===== src/rtl/kpad_uart_ctrl.sv =====
// Keypad matrix scanner with debounce, key FIFO and 8N1 UART transmitter.
// Optional feature macro: KPAD_ASCII_EN -- when defined, each queued code is
// sent as an ASCII hex digit ('0'-'9', 'A'-'F', '?' for codes above 15);
// otherwise the raw 8-bit code is sent. key_code is unaffected either way.
module kpad_uart_ctrl #(
   parameter int unsigned NROWS      = 4,
   parameter int unsigned NCOLS      = 4,
   parameter int unsigned SCAN_DIV   = 50000,
   parameter int unsigned DEB_CNT    = 4,
   parameter int unsigned BAUD_DIV   = 5208,
   parameter int unsigned FIFO_DEPTH = 8
) (
   input  logic                          clk,
   input  logic                          reset_n,
   input  logic [NROWS-1:0]              kpr,
   output logic [NCOLS-1:0]              kpc,
   output logic                          kphit,
   output logic                          key_valid,
   output logic [7:0]                    key_code,
   output logic [$clog2(FIFO_DEPTH):0]   fifo_level,
   output logic                          overflow,
   input  logic                          ovf_clr,
   output logic                          TX,
   output logic                          tx_busy
);

   localparam int unsigned ROW_W  = (NROWS > 1) ? $clog2(NROWS) : 1;
   localparam int unsigned COL_W  = (NCOLS > 1) ? $clog2(NCOLS) : 1;
   localparam int unsigned DIV_W  = (SCAN_DIV > 1) ? $clog2(SCAN_DIV) : 1;
   localparam int unsigned DEB_W  = $clog2(DEB_CNT + 1);
   localparam int unsigned BAUD_W = (BAUD_DIV > 1) ? $clog2(BAUD_DIV) : 1;
   localparam int unsigned PTR_W  = $clog2(FIFO_DEPTH);
   localparam int unsigned LVL_W  = PTR_W + 1;

   typedef enum logic [1:0] {S_SCAN, S_CONFIRM, S_HELD, S_RELEASE} scan_st_t;
   typedef enum logic [1:0] {U_IDLE, U_START, U_DATA, U_STOP} uart_st_t;

   // Byte placed on the wire for a queued key code.
   function automatic logic [7:0] tx_encode(input logic [7:0] code);
`ifdef KPAD_ASCII_EN
      if (code < 8'd10)      return 8'h30 + code;
      else if (code < 8'd16) return 8'h37 + code;
      else                   return 8'h3F;
`else
      return code;
`endif
   endfunction

   // ---------------------------------------------------------------- rows
   logic [NROWS-1:0] kpr_q1, kpr_q2;
   logic [3:0]       low_cnt;
   logic [ROW_W-1:0] low_row;
   logic             one_low, all_high;

   // Two-flop synchroniser; rows idle high out of reset.
   always_ff @(posedge clk or negedge reset_n) begin
      if (!reset_n) begin
         kpr_q1 <= '1;
         kpr_q2 <= '1;
      end else begin
         kpr_q1 <= kpr;
         kpr_q2 <= kpr_q1;
      end
   end

   // Classify the synchronised row pattern.
   always_comb begin
      low_cnt = 4'd0;
      low_row = '0;
      for (int i = 0; i < int'(NROWS); i++) begin
         if (!kpr_q2[i]) begin
            low_cnt = low_cnt + 4'd1;
            low_row = ROW_W'(i);
         end
      end
      one_low  = (low_cnt == 4'd1);
      all_high = &kpr_q2;
   end

   // ---------------------------------------------------------------- scan
   scan_st_t         scan_st, scan_st_n;
   logic [COL_W-1:0] col, col_n, col_inc;
   logic [DIV_W-1:0] div_cnt, div_n;
   logic [DEB_W-1:0] deb_cnt, deb_n, deb_inc;
   logic [ROW_W-1:0] key_row, key_row_n;
   logic [NCOLS-1:0] kpc_n;
   logic [7:0]       key_code_n, code_c;
   logic             kphit_n, key_valid_n, sample;

   assign sample  = (div_cnt == DIV_W'(SCAN_DIV - 1));
   assign col_inc = (col == COL_W'(NCOLS - 1)) ? '0 : col + COL_W'(1);
   assign deb_inc = deb_cnt + DEB_W'(1);
   assign code_c  = 8'(low_row) * 8'(NCOLS) + 8'(col);

   // Scan state register and registered keypad outputs.
   always_ff @(posedge clk or negedge reset_n) begin
      if (!reset_n) begin
         scan_st   <= S_SCAN;
         col       <= '0;
         div_cnt   <= '0;
         deb_cnt   <= '0;
         key_row   <= '0;
         kpc       <= ~NCOLS'(1);
         kphit     <= 1'b0;
         key_valid <= 1'b0;
         key_code  <= 8'd0;
      end else begin
         scan_st   <= scan_st_n;
         col       <= col_n;
         div_cnt   <= div_n;
         deb_cnt   <= deb_n;
         key_row   <= key_row_n;
         kpc       <= kpc_n;
         kphit     <= kphit_n;
         key_valid <= key_valid_n;
         key_code  <= key_code_n;
      end
   end

   // Scan next-state: act only on the row sample at the end of each dwell.
   always_comb begin
      scan_st_n   = scan_st;
      col_n       = col;
      deb_n       = deb_cnt;
      key_row_n   = key_row;
      kphit_n     = kphit;
      key_valid_n = 1'b0;
      key_code_n  = key_code;
      div_n       = sample ? '0 : div_cnt + DIV_W'(1);
      if (sample) begin
         case (scan_st)
            S_SCAN: begin
               if (one_low) begin
                  if (DEB_CNT == 1) begin
                     key_valid_n = 1'b1;
                     key_code_n  = code_c;
                     kphit_n     = 1'b1;
                     scan_st_n   = S_HELD;
                  end else begin
                     scan_st_n = S_CONFIRM;
                     deb_n     = DEB_W'(1);
                     key_row_n = low_row;
                  end
               end else begin
                  col_n = col_inc;
               end
            end
            S_CONFIRM: begin
               if (one_low && (low_row == key_row)) begin
                  deb_n = deb_inc;
                  if (deb_inc == DEB_W'(DEB_CNT)) begin
                     key_valid_n = 1'b1;
                     key_code_n  = code_c;
                     kphit_n     = 1'b1;
                     scan_st_n   = S_HELD;
                  end
               end else begin
                  scan_st_n = S_SCAN;
                  col_n     = col_inc;
               end
            end
            S_HELD: begin
               if (all_high) begin
                  if (DEB_CNT == 1) begin
                     kphit_n   = 1'b0;
                     scan_st_n = S_SCAN;
                     col_n     = col_inc;
                  end else begin
                     scan_st_n = S_RELEASE;
                     deb_n     = DEB_W'(1);
                  end
               end
            end
            S_RELEASE: begin
               if (all_high) begin
                  deb_n = deb_inc;
                  if (deb_inc == DEB_W'(DEB_CNT)) begin
                     kphit_n   = 1'b0;
                     scan_st_n = S_SCAN;
                     col_n     = col_inc;
                  end
               end else begin
                  scan_st_n = S_HELD;
               end
            end
            default: scan_st_n = S_SCAN;
         endcase
      end
      kpc_n = ~(NCOLS'(1) << col_n);
   end

   // ---------------------------------------------------------------- fifo
   logic [7:0]       mem [FIFO_DEPTH];
   logic [PTR_W-1:0] wr_ptr, rd_ptr;
   logic             full, push_ok, pop_c;

   assign full    = (fifo_level == LVL_W'(FIFO_DEPTH));
   assign push_ok = key_valid && (!full || pop_c);

   // Key storage; no reset needed, occupancy is tracked by the pointers.
   always_ff @(posedge clk) begin
      if (push_ok) mem[wr_ptr] <= key_code;
   end

   // Pointers, occupancy and sticky overflow.
   always_ff @(posedge clk or negedge reset_n) begin
      if (!reset_n) begin
         wr_ptr     <= '0;
         rd_ptr     <= '0;
         fifo_level <= '0;
         overflow   <= 1'b0;
      end else begin
         if (push_ok) wr_ptr <= wr_ptr + PTR_W'(1);
         if (pop_c)   rd_ptr <= rd_ptr + PTR_W'(1);
         if (push_ok && !pop_c)      fifo_level <= fifo_level + LVL_W'(1);
         else if (!push_ok && pop_c) fifo_level <= fifo_level - LVL_W'(1);
         if (key_valid && full && !pop_c) overflow <= 1'b1;
         else if (ovf_clr)                overflow <= 1'b0;
      end
   end

   // ---------------------------------------------------------------- uart
   uart_st_t          uart_st, uart_st_n;
   logic [BAUD_W-1:0] baud_cnt, baud_n;
   logic [2:0]        bit_cnt, bit_n;
   logic [7:0]        shreg, shreg_n;
   logic              tx_n, busy_n, baud_end;

   assign baud_end = (baud_cnt == BAUD_W'(BAUD_DIV - 1));

   // UART state register; TX and tx_busy come straight from flops.
   always_ff @(posedge clk or negedge reset_n) begin
      if (!reset_n) begin
         uart_st  <= U_IDLE;
         baud_cnt <= '0;
         bit_cnt  <= 3'd0;
         shreg    <= 8'd0;
         TX       <= 1'b1;
         tx_busy  <= 1'b0;
      end else begin
         uart_st  <= uart_st_n;
         baud_cnt <= baud_n;
         bit_cnt  <= bit_n;
         shreg    <= shreg_n;
         TX       <= tx_n;
         tx_busy  <= busy_n;
      end
   end

   // UART next-state: pop in IDLE, then start, 8 data bits LSB first, stop.
   always_comb begin
      uart_st_n = uart_st;
      baud_n    = baud_cnt + BAUD_W'(1);
      bit_n     = bit_cnt;
      shreg_n   = shreg;
      tx_n      = TX;
      busy_n    = tx_busy;
      pop_c     = 1'b0;
      case (uart_st)
         U_IDLE: begin
            baud_n = '0;
            if (fifo_level != '0) begin
               pop_c     = 1'b1;
               shreg_n   = tx_encode(mem[rd_ptr]);
               uart_st_n = U_START;
               tx_n      = 1'b0;
               busy_n    = 1'b1;
            end
         end
         U_START: begin
            if (baud_end) begin
               baud_n    = '0;
               bit_n     = 3'd0;
               uart_st_n = U_DATA;
               tx_n      = shreg[0];
            end
         end
         U_DATA: begin
            if (baud_end) begin
               baud_n = '0;
               if (bit_cnt == 3'd7) begin
                  uart_st_n = U_STOP;
                  tx_n      = 1'b1;
               end else begin
                  bit_n   = bit_cnt + 3'd1;
                  shreg_n = shreg >> 1;
                  tx_n    = shreg[1];
               end
            end
         end
         U_STOP: begin
            if (baud_end) begin
               baud_n    = '0;
               uart_st_n = U_IDLE;
               tx_n      = 1'b1;
               busy_n    = 1'b0;
            end
         end
         default: uart_st_n = U_IDLE;
      endcase
   end

endmodule

===== config.mk =====
export PLATFORM = sky130hd
export DESIGN_NAME = kpad_uart_ctrl
export DESIGN_NICKNAME = d
export VERILOG_FILES = /design/src/rtl/kpad_uart_ctrl.sv
export SDC_FILE = /design/constraint.sdc
export NUM_CORES = 1
export LEC_CHECK = 0
export CAP_MARGIN = 20
export CORE_AREA = 2 2 110 112
export DETAILED_ROUTE_END_ITERATION = 10
export DIE_AREA = 0 0 112 114
export SLEW_MARGIN = 5
export SYNTH_ARGS = -nofsm -noshare
export SYNTH_HDL_FRONTEND = slang
export SYNTH_SLANG_ARGS = --single-unit

===== constraint.sdc =====
create_clock -name clk -period 3.3 [get_ports clk]
set_input_delay 0.66 -clock clk [delete_from_list [all_inputs] [get_ports clk]]
set_output_delay 0.66 -clock clk [all_outputs]
set_load 0.01 [all_outputs]

==> impl_results.md <==
- Slew @ Worst Pin: between 500 and 600 ps
- Type of origin of the critical path: register
- DRT antenna net count: 0
- Clk Tree Root Cell: clkbuf_16
- Reg2reg end: key_code[1]$_DFFE_PN0P_
- DR vias: about 3100
- Primary FF master, synth: dfrtp_1
- FMAX: roughly 330 MHz
- RSZ-0062 raised after global routing: no
- Post-synth top area share: 0.323
- P per Cell Area: 442 mW/mm²
- Final net count: about 470
- Vias/cell: around 5.1
- Clk_lat worst skew: around 350 ps
- Max incr delay on CP: about 550 ps
- Worst Setup Path Type: register to register
- Cells on worst reg2reg path: 10
- Clock network power share: 0.428
- Detailed placement HPWL: 5780 µm
- Number of global-route vias before repair: slightly above 3000
- Die height: 114 µm
- CTS tree: built
- Synth Register Bits: 110
- Initial DRC Count: between 150 and 200
- CP dominant cell by count: ha_1
- GP Congestion: between 0.7 and 0.8
- Flop2flop setup slack: 310 ps
- Wirelength, routed: between 8000 and 9000 µm
- Max cap viols: 0
- CTS max path bufs: 2
- Core box area: ~0.012 mm²
- CTS sink count: 110
- Critical Path RT: 3540 ps
- I/O pin total: 28
- Num CTS Buffers: 9
- Non-Filler Cell Area, Final: between 0.005 and 0.006 mm²
- Comb pwr share: 0.024
- Min Tclk post-route: roughly 3000 ps
- Ys Warns: 0
- Pleak: about 2.3 nW
- Crit path cell chain: inv_1, ha_1, xnor2_1, ha_1, nor3_1, a31oi_1, a21oi_1, nand3_1, or3b_4, mux2_4
- Final Hold Slack: about 190 ps
- DRC: 0
- Status: completed
- Relative slew slack: 0.599
- Clock-pin slew of the registers on the worst-case setup and hold paths: roughly 70 ps
- Seq/Total Area, Yosys: 0.572
- Setup Skew: 7.81 ps
- Drt first pass iters: 5
- Layout cells sized above 1: 0.144
- Critical path buffers and inverters: 1
- Crit path max-delay family: simple AND/OR/NAND/NOR gates
- Hold_buf cts: 0
- Final hold violation count: 0
- Cells after Synth: roughly 420
- CP arrival: between 3000 and 4000 ps
- Sequential share of power: 0.548
- Total track usage: 0.145
- Layout area overhead: 13.7%
- H-tree depth: 3
- Row count: 40
- Setup tns final: 0 ps
- Top post-synthesis cells by area: dfrtp_1 (32%), edfxtp_1 (19%), dfstp_2 (6.2%)
- Worst Hold Class: input pin to async pin
- Syn Area/Cell: roughly 12 µm²
- Netlist cell types: 54
- DR WL/cell: approximately 14 µm
- Post-synth top area cell: dfrtp_1
- Initial core utilization: 0.437
- Sw Pwr: about 0.53 mW
- Peak supply drop: ~0.00034 V
- Pint: roughly 2.0 mW
- Die W: 112 µm
- Grt total ovfl: 0
- Switch share: 0.206
- FFs w/ async S/R, synth: 0.709
- Final cell count without fillers: ~600
- Max Fanout on Critical Path: 7
- Initial antenna violation count: 0
- I/O Buffers: 23
- Fin crit share: 0.905
- Post-synth EDFFs: 32
- First-pass GRT wire length: ~15000 µm
- Placed Instances: approximately 580
- Die ar.: 0.0128 mm²
- Largest net degree at the start of global routing: 79
- # fillers: between 1000 and 1500
- Final Max Slew Viols: 0
- Setup violations, final: 0
- Placed instance area: approximately 0.0055 mm²
- Reg2reg start: kpr_q2[1]$_DFF_PN1_
- Highest-delay cell along the critical path: dfstp_2
- Mapped Area: between 0.005 and 0.006 mm²
- ANT cells: 0
- Worst Setup End Kind: register
-- timing repair --
| item | in CTS | in global routing |
|---|---|---|
| buffers inserted | 0 | 0 |
| setup endpoints to repair | 0 | 4 |
| gates resized for setup | 0 | 1 |
-- power groups by stage --
stage | clock [mW] | combinational [mW] | sequential, mW
2_1_floorplan | 0 | 0.0348 | 1.43
3_3_place_gp | 0 | 0.0574 | 1.44
3_5_place_dp | 0 | 0.0600 | 1.44
4_1_cts | 1.14 | 0.0599 | 1.41
5_1_grt | 1.19 | 0.0732 | 1.41
6_report | 1.10 | 0.0623 | 1.41
-- worst max-delay path by stage --
stage / startpoint / endpoint / slack, ps / depth (start not counted)
floorplan: kpr_q2[1]$_DFF_PN1_ / key_code[0]$_DFFE_PN0P_ / 470 / 11
global placement: kpr_q2[1]$_DFF_PN1_ / key_code[2]$_DFFE_PN0P_ / 330 / 10
detailed placement: kpr_q2[1]$_DFF_PN1_ / key_code[3]$_DFFE_PN0P_ / 240 / 10
CTS: kpr_q2[1]$_DFF_PN1_ / key_code[3]$_DFFE_PN0P_ / 230 / 10
global route: kpr_q2[1]$_DFF_PN1_ / key_code[1]$_DFFE_PN0P_ / 30 / 10
finish: kpr_q2[1]$_DFF_PN1_ / key_code[1]$_DFFE_PN0P_ / 310 / 10
-- registers in the layout (all words and copies together) (netlist names) --
name        cells
shreg           4
kpc             4
uart_st         2
TX              1
baud_cnt       13
deb_cnt         3
bit_cnt         3
key_code        4
kphit           1
kpr_q1          4
key_row         2
tx_busy         1
fifo_level      4
key_valid       1
div_cnt        16
scan_st         2
kpr_q2          4
overflow        1
wr_ptr          3
mem            32
col             2
rd_ptr          3
-- stage by stage --
step | utilization | total power, mW | worst slack (ps)
floorplan | - | 1.47 | 466
global placement | 0.468 | 1.49 | 332
detailed placement | 0.468 | 1.50 | 241
CTS | 0.495 | 2.61 | 231
global route | 0.497 | 2.68 | 33.9
finish | 0.497 | 2.57 | 313
-- synth_stat cells, types with 10 or more instances --
library cell and n:
nor3_1 10, nor2_1 41, nand2_1 34, edfxtp_1 32, xor2_1 15, mux2_2 15
inv_1 22, xnor2_1 20, o21ai_0 18, nand3_1 13, dfrtp_1 66, ha_1 20
dfstp_2 12
-- worst register-to-register path: cells and delay by family, from the launching register on --
| family | cells | cell delay (ps) |
|---|---|---|
| simple gates | 3 | 820 |
| fa+ha+maj | 2 | 660 |
| buf+inv | 1 | 50 |
| xor+xnor | 1 | 160 |
| mux | 1 | 310 |
| compound gates | 2 | 330 |
| flops | 1 | 550 |
-- cell usage in the layout, fill, tap and decap left out, types with 2 or more instances in the layout --
cell             netlist  layout
nor4_1                 2       2
a21oi_1                4       4
nand2b_1               6       6
conb_1                 1       4
nor3_1                10      10
ha_1                  20      20
nor2b_1                6       6
nor3b_1                2       2
clkinvlp_4             0       2
o21ai_1                2       2
edfxtp_1              32      32
nand4_1                5       5
nand3b_1               2       2
o21ai_0               18      18
dfstp_2               12      12
mux4_2                 8       8
a22o_1                 6       6
nor2_1                41      41
xnor2_1               20      20
nand3_1               13      13
xor2_1                15      15
a21o_1                 2       2
a31oi_1                2       2
or3_1                  2       2
mux2_4                 4       4
mux2_2                15      15
and2_1                 2       2
and3_1                 4       4
buf_4                  4       4
clkbuf_16              0       9
dfrtp_1               66      66
clkdlybuf4s50_1        0      22
mux2i_1                8       8
inv_1                 22      22
nand2_1               34      34
-- per-layer routing --
| metal | GRT usage | wire [µm] | share of wire | vias to the layer above |
|---|---|---|---|---|
| li1 | - | - | - | 1512 |
| met1 | 0.187 | 3920 | 0.47 | 1500 |
| met2 | 0.238 | 4130 | 0.49 | 35 |
| met3 | 0.0468 | 279 | 0.033 | 9 |
| met4 | 0.0431 | 104 | 0.012 | 0 |
| met5 | 0 | 0 | 0 | - |
-- final cells by class --
cell class	instances	area [µm²]	share of cell area
sequential	110	2930	0.503
multi-input combinational	276	2040	0.351
timing repair buffer	27	278	0.0477
clock buffer	10	239	0.0410
tap	147	184	0.0316
inverter	22	82.6	0.0142
clock inverter	6	70.1	0.0120
-- kinds of logic (layout without fill, tap and decap cells) --
family                   Yosys count  in the layout  share of synthesized area
AND/OR/NAND/NOR                  135            135                      0.128
adder cells (fa/ha/maj)           21             21                     0.0528
multiplexers                      35             35                     0.0956
flip-flops                       110            110                      0.572
other                              1              4                   0.000732
buffers and inverters             39             65                     0.0323
XOR/XNOR                          35             35                     0.0599
AO/OA/AOI/OAI                     46             46                     0.0589
No activity file was read; power rests on OpenSTA's default activity.
